`config.mk`:
```
export PLATFORM = sky130hd
export DESIGN_NAME = reorder_buffer
export DESIGN_NICKNAME = d
export VERILOG_FILES = /design/src/rtl/reorder_buffer.sv
export SDC_FILE = /design/constraint.sdc
export NUM_CORES = 1
export LEC_CHECK = 0
export CAP_MARGIN = 20
export CORE_MARGIN = 2
export CORE_UTILIZATION = 58
export DETAILED_ROUTE_END_ITERATION = 8
export GPL_TIMING_DRIVEN = 0
export PLACE_DENSITY = 0.86
export SYNTH_ARGS = -nofsm -noshare
export SYNTH_HDL_FRONTEND = slang
export SYNTH_SLANG_ARGS = --single-unit
```
`constraint.sdc`:
```
create_clock -name clk -period 5.4 [get_ports clk]
set_input_delay 1.08 -clock clk [delete_from_list [all_inputs] [get_ports clk]]
set_output_delay 1.08 -clock clk [all_outputs]
set_load 0.005 [all_outputs]
```
`src/rtl/reorder_buffer.sv`:
```
// In-order retirement buffer that sits after rename. Entries are allocated at the tail.
// Execute marks them done, and the oldest done entry retires, one per cycle.
module reorder_buffer #(
  parameter int DEPTH  = 16,
  parameter int IDX_W  = 4,
  parameter int PREG_W = 6,
  parameter int AREG_W = 5
) (
  input  logic              clk,
  input  logic              rst,
  input  logic              flush,
  input  logic              alloc_valid,
  input  logic              alloc_has_dest,
  input  logic [AREG_W-1:0] alloc_dr,
  input  logic [PREG_W-1:0] alloc_dr_p,
  input  logic [PREG_W-1:0] alloc_old_dr,
  output logic              alloc_ready,
  output logic [IDX_W-1:0]  alloc_rob_num,
  input  logic              cmpl_valid,
  input  logic [IDX_W-1:0]  cmpl_rob_num,
  output logic              retire_valid,
  output logic [IDX_W-1:0]  retire_rob_num,
  output logic [AREG_W-1:0] retire_dr,
  output logic [PREG_W-1:0] retire_dr_p,
  output logic [63:0]       retire_free_vec,
  output logic [IDX_W:0]    count
);

  typedef struct packed {
    logic              has_dest;
    logic [AREG_W-1:0] dr;
    logic [PREG_W-1:0] dr_p;
    logic [PREG_W-1:0] old_dr;
  } rob_entry_t;

  rob_entry_t       ent [DEPTH];
  logic [DEPTH-1:0] ent_valid, ent_done;
  logic [IDX_W:0]   head, tail;
  logic [IDX_W-1:0] head_idx, tail_idx;
  logic             alloc_fire, retire_fire;
  rob_entry_t       head_ent;

  assign head_idx      = head[IDX_W-1:0];
  assign tail_idx      = tail[IDX_W-1:0];
  assign head_ent      = ent[head_idx];
  assign alloc_ready   = (count != (IDX_W+1)'(DEPTH));
  assign alloc_rob_num = tail_idx;
  assign alloc_fire    = alloc_valid && alloc_ready;
  // Retire looks only at registered done, so a completion lands one cycle before it can retire.
  assign retire_fire   = ent_valid[head_idx] && ent_done[head_idx];

  // Payload needs no reset; it is only observed behind ent_valid.
  always_ff @(posedge clk) begin
    if (alloc_fire)
      ent[tail_idx] <= '{has_dest: alloc_has_dest, dr: alloc_dr,
                         dr_p: alloc_dr_p, old_dr: alloc_old_dr};
  end

  always_ff @(posedge clk) begin
    if (rst || flush) begin
      ent_valid       <= '0;
      ent_done        <= '0;
      head            <= '0;
      tail            <= '0;
      count           <= '0;
      retire_valid    <= 1'b0;
      retire_rob_num  <= '0;
      retire_dr       <= '0;
      retire_dr_p     <= '0;
      retire_free_vec <= '0;
    end else begin
      if (cmpl_valid && ent_valid[cmpl_rob_num])
        ent_done[cmpl_rob_num] <= 1'b1;

      if (retire_fire) begin
        ent_valid[head_idx] <= 1'b0;
        head                <= head + 1'b1;
        retire_valid        <= 1'b1;
        retire_rob_num      <= head_idx;
        retire_dr           <= head_ent.dr;
        retire_dr_p         <= head_ent.dr_p;
        // p0 doubles as "no previous mapping" and must never return to the free pool.
        retire_free_vec     <= (head_ent.has_dest && head_ent.old_dr != '0)
                               ? (64'd1 << head_ent.old_dr) : 64'd0;
      end else begin
        retire_valid    <= 1'b0;
        retire_free_vec <= '0;
      end

      // Alloc is placed after cmpl, so a stale completion cannot mark a fresh entry done.
      if (alloc_fire) begin
        ent_valid[tail_idx] <= 1'b1;
        ent_done[tail_idx]  <= 1'b0;
        tail                <= tail + 1'b1;
      end

      case ({alloc_fire, retire_fire})
        2'b10:   count <= count + 1'b1;
        2'b01:   count <= count - 1'b1;
        default: count <= count;
      endcase
    end
  end

endmodule

```
**After elaboration in Yosys (flattened, before gate mapping)**

Memory sizes are Yosys's and may differ from the RTL's. A register that Yosys moved wholly into a read port is not among the register bits.
Index checks and enable logic that the tools add are counted.

- Register bits: 127
- Word-level logic and storage cells: 68
- Bits of input ports: 27
- Memory bits (writable): 288
- Memories: 1

- Reductions and logical operators: 11
- Magnitude comparators: 6
- Shift-type cells: 1
- Add/subtract/negate cells: 4
- Equal/unequal tests: 3
- Multiplexer cells: 24
- Bitwise operators: 8

Memories:

| memory | depth | width | read ports | clocked after memory_dff | wr ports | RTL line | source |
|---|---|---|---|---|---|---|---|
| ent | 16 | 18 | 1 | 1 | 1 | 36 | `rob_entry_t ent [DEPTH];` |

Operators with widths:

| operator | count |
|---|---|
| 16-bit two-way mux | 6 |
| 1-bit by 6-bit << shifter with 64-bit output, first input constant | 1 |
| 16-bit AND | 2 |
| 16-bit NOT | 2 |
| 16-bit OR | 2 |
| 5-bit by 1-bit adder with 5-bit output, second input constant | 3 |
| 4-bit by 5-bit less-than comparator with 1-bit output, second input constant | 3 |
| 1-bit binary-select mux with 4-bit select | 3 |
| 1-bit demux with 4-bit select | 3 |
| 4-bit by 1-bit >= comparator with 1-bit output, second input constant | 3 |
| 5-bit case mux with 2 select lines | 1 |
| 1-bit two-way mux | 9 |
| 4-bit two-way mux | 2 |
| 1-bit logical AND | 7 |
| 6-bit nonzero test | 1 |
| 5-bit != test, second input constant | 1 |
| 5-bit by 1-bit subtractor with 5-bit output, second input constant | 1 |
| 3-bit OR reduction | 1 |
| 2-bit by 1-bit equality test with 1-bit output, second input constant | 1 |
| 2-bit equality test, second input constant | 1 |
| 1-bit NOT | 2 |
| 2-bit nonzero test | 1 |
| 1-bit logical OR | 1 |

**Depth between registers and ports, before layout**

- Depth in word-level cells: 10
- Gate-level depth with buffers: 17

**Worst setup path before layout**

OpenSTA, ideal clock, no wires.

- Kind: flip-flop to flip-flop
- Start point: register head[1]
- End point: register count[4]
- Clock period less this slack: 3.840 ns
- Arrival: 3.770 ns
- Buffers on the path: 3
- Cell stages (with the launch flop): 17
- Path slack: 1.560 ns
- Path through: dfxtp_1 -> buf_2 -> mux4_2 -> mux2_2 -> mux2_2 -> clkbuf_1 -> nand2_1 -> inv_1 -> ha_1 -> clkbuf_1 -> xor2_1 -> ha_1 -> a21boi_0 -> o221ai_1 -> nor3b_1 -> or4_1 -> a21oi_1

- Word-level cells in the longest chain between the ends: 5
- Elaborated cells on any way between the ends: 9

RTL lines:

| item | RTL line | source |
|---|---|---|
| from (decl) | 38 | `logic [IDX_W:0] head, tail;` |
| from (signal assigned) | 77 | `head <= head + 1'b1;` |
| 1-bit binary-select mux with 4-bit select | 50 | `assign retire_fire = ent_valid[head_idx] && ent_done[head_idx];` |
| 1-bit two-way mux (implied by the code) | 50 |  |
| 1-bit logical AND (*) | 50 |  |
| net retire_fire | 40 | `logic alloc_fire, retire_fire;` |
| 2-bit by 1-bit equality test with 1-bit output / 2-bit equality test (equally long branches) | 97 | `case ({alloc_fire, retire_fire})` |
| 5-bit case mux with 2 select lines / 2-bit nonzero test (equally long branches) | - |  |
| to (signal assigned) | 98 | `2'b10: count <= count + 1'b1;` |
| to (signal assigned) | 99 | `2'b01: count <= count - 1'b1;` |
| to (signal assigned) | 100 | `default: count <= count;` |
| to (decl) | 26 | `output logic [IDX_W:0] count` |

The timed path passes the listed nets; every way through them passes the cells marked *. The select of a mux whose other input is x is not followed.
A chain may end at the register's enable or synchronous reset.

**Worst setup path in the final report**

Same ends and word-level chain as after synthesis.

==> summary.md <==
| Metric | Value |
|---|---|
| Antenna violations before repair | 1 |
| GRT overflow | 0 |
| CP Class | register to register |
| Number of fill cells | approximately 1600 |
| Gr usage total | around 28% |
| Top cell type's share of synthesized area | between 50 and 60% |
| Slew Viols, Final | 0 |
| Sequential cell area fraction in the yosys report | 70.1% |
| DRC viols | 0 |
| Synth top cells by count | 288 x edfxtp_1, 129 x dfxtp_1, 84 x mux4_2 |
| Hold Violations, Final | 0 |
| Pin count of the biggest net entering global routing | 21 |
| Core Util, Final | 71.3% |
| Type of origin of the critical path | register |
| Slowest CP cell | or4_1 |
| Fraction of the cycle the final worst path needs | 87.5% |
| Yosys Warn Count | 0 |
| Vias per inst | 6.64 |
| Cell count after synthesis | 957 |
| WP buf/inv | 6 |
| Post-synth EDFFs | 288 |
| Pre-CTS setup slack | 0.979 ns |
| Area grow syn2layout | 20.4% |
| Die Wd | 170 um |
| CP required | 5.87 ns |
| Async SR Flop Fraction | 0% |
| WL per Instance | ~27 um |
| Clock slew at reported path FFs | 0.07 ns |
| Lkg Pwr | 6.26 nW |
| Most common cell in the netlist | edfxtp_1 |
| Syn Area/Cell | 16.7 um^2 |
| Hold depth | 2 |
| Worst Max-Slew Pin Slew | 1.13 ns |
| R2R depth | 17 |
| CP max FO | 10 |
| Initial core utilization | around three fifths |
| Drt pass-1 iters | 8 |
| Synth unique cells | 56 |
| Reg-to-reg startpoint | head[1] |
| Post-Route Setup TNS | 0 ns |
| Status | finished clean |
| Via count | approximately 10000 |
| Final WL | 41.2 mm |
| I/O Buffers | 116 |
| DIE AREA | approximately 29000 um^2 |
| RSZ-0062 raised after global routing | false |
| CP max stage delay | 0.47 ns |
| Yosys reg bits | 417 |
| Post-cts resize count | 0 |
| Post-Syn Area | 16000 um^2 |
| Power Dens Cells | 339 nW/um^2 |
| Row count | 60 |
| Final nets | 1167 |
| Hold-fix buffers at CTS | 0 |
| Drt first-iter violations | 1566 |
| Synth area leaders | edfxtp_1 54%, dfxtp_1 16%, mux4_2 12% |
| Worst Setup Slack, final | 0.676 ns |
| # setup viols final | 0 |
| Setup bufs post-CTS | 0 |
| RePlAce Congestion | 0.891 |
| Clk_lat worst skew | 0.54 ns |
| Worst hold start | ent_done[15] |
| VDD IR max | approximately 0.00029 V |
| I/O pin count | 117 |
| Crit. End Element | register |
| Crit. Startpoint | head[1] |
| Critical path arrival | 5.19 ns |
| Num CTS Buffers | 41 |
| Hpwl dp | 24.0 mm |
| Synth area leader | edfxtp_1 |
| Root buf cell | clkbuf_16 |
| Family with the most delay on the worst path | buffers and inverters |
| Number of global-route vias before repair | 9983 |
| Fmax | roughly 210 MHz |
| TritonCTS clock tree | built |
| Worst path depth | 17 |
| H-tree depth | 2 |
| Core Footprint | 27000 um^2 |
| Critical path's most frequent cell | buf_2 |
| Chip height | 170 um |
| Worst hold path type | register to register |
| First-pass GRT wire length | 60.0 mm |
| Clk buf depth | 3 |
| Setup Skew | between 0.02 and 0.025 ns |
| Crit path cell chain | buf_2 -> buf_2 -> inv_1 -> a32oi_1 -> a32o_1 -> buf_2 -> nand2_1 -> inv_1 -> ha_1 -> clkbuf_1 -> xor2_1 -> ha_1 -> a21boi_0 -> o221ai_1 -> nor3b_1 -> or4_1 -> a21oi_1 |
| Max Cap Viol | 0 |
| Layout cells sized above 1 | roughly 18% |
| Antenna Violating Nets Remaining | 0 |
| Clock Sinks | 417 |
| Ys flop type | edfxtp_1 |
| Max_slew headroom | 24.9% |
| Synth Net Count | 996 |
| Fin crit period | approximately 4.7 ns |
## per-layer routing
metal	track usage (%)	wire length, um	up-vias
li1	-	-	4138
met3	5.53	4270	177
met1	34.6	14400	4903
met2	48.3	20200	750
met5	0	0	-
met4	15.4	2370	0
## worst register-to-register path, delay by kind of cell, from the launching register on
kind                       cells  cell delay, ns
xor gates and xnor gates       1            0.20
DFF                            1            0.35
adders and majority gates      2            0.41
and+or+nand+nor                3            0.90
AOI/OAI and AO/OA              5            1.18
buffers and inverters          6            1.62
## sequential cells by signal, indices dropped and copies added (netlist names), named ones only
signal and count:
tail 4, ent 288, retire_rob_num 4, count 5
retire_dr_p 6, retire_dr 5, head 4, retire_free_vec 64
retire_valid 1, ent_valid 16, ent_done 16
## path summary, 6_finish.rpt
| kind | slack [ns] | end |
|---|---|---|
| worst min register to register | 0.49 | ent_done[15] |
| worst min-delay path | 0.49 | ent_done[15] |
| worst max register to register | 0.68 | count[4] |
| worst max-delay path | 0.68 | count[4] |
## stage by stage
stage / hold slack (ns) / power [mW] / cells / cell area [um^2]
floorplan: 0.449 / 3.57 / 957 / 16000
global placement: 0.467 / 3.64 / 1414 / 17600
detailed placement: 0.475 / 3.65 / 1419 / 17700
CTS: 0.482 / 6.53 / 1494 / 19100
global route: 0.530 / 6.68 / 1502 / 19300
finish: 0.490 / 6.53 / 1502 / 19300
## kinds of logic (layout without fill, tap and decap cells)
family,Yosys count,after routing,share of synthesized area [%]
AO/OA/AOI/OAI,114,114,4.59
flip-flops,417,417,70.1
other,1,2,0.0234
adder cells (fa/ha/maj),12,12,0.937
AND/OR/NAND/NOR,213,213,7.40
buffers and inverters,88,291,2.49
multiplexers,106,106,14.1
XOR/XNOR,6,6,0.328
## report_power, final
part	internal [mW]	total (mW)	leakage (nW)	switching (mW)
Combinational	0.0579	0.162	1.93	0.104
Sequential	3.43	3.43	3.64	0.00627
Clock	1.75	2.93	0.688	1.18
## layout make-up
type,instances,area [um^2],share of cell area [%]
diodes,1,2.50,0.0130
clock buffers,57,1200,6.22
repair buffers,128,1430,7.41
well taps,341,427,2.21
plain buffers,62,302,1.56
multi-input cells,452,4390,22.8
clock inverters,18,200,1.04
inverters,26,97.6,0.506
flip-flops and latches,417,11200,58.3
## cells in the final DEF, fill, tap and decap left out, types with 9 or more instances in the layout
cell type / instances
a21oi_1: 37
nor2_1: 31
clkbuf_16: 43
ha_1: 12
dfxtp_1: 129
clkbuf_1: 45
edfxtp_1: 288
o21ai_0: 23
nand4_1: 11
clkdlybuf4s50_1: 116
mux4_1: 9
mux4_2: 84
buf_2: 15
nand3_1: 38
nand2_1: 18
a22oi_1: 16
nor3_1: 53
nor2b_1: 10
mux2i_1: 10
inv_1: 26
No activity file was read; power rests on OpenSTA's default activity.
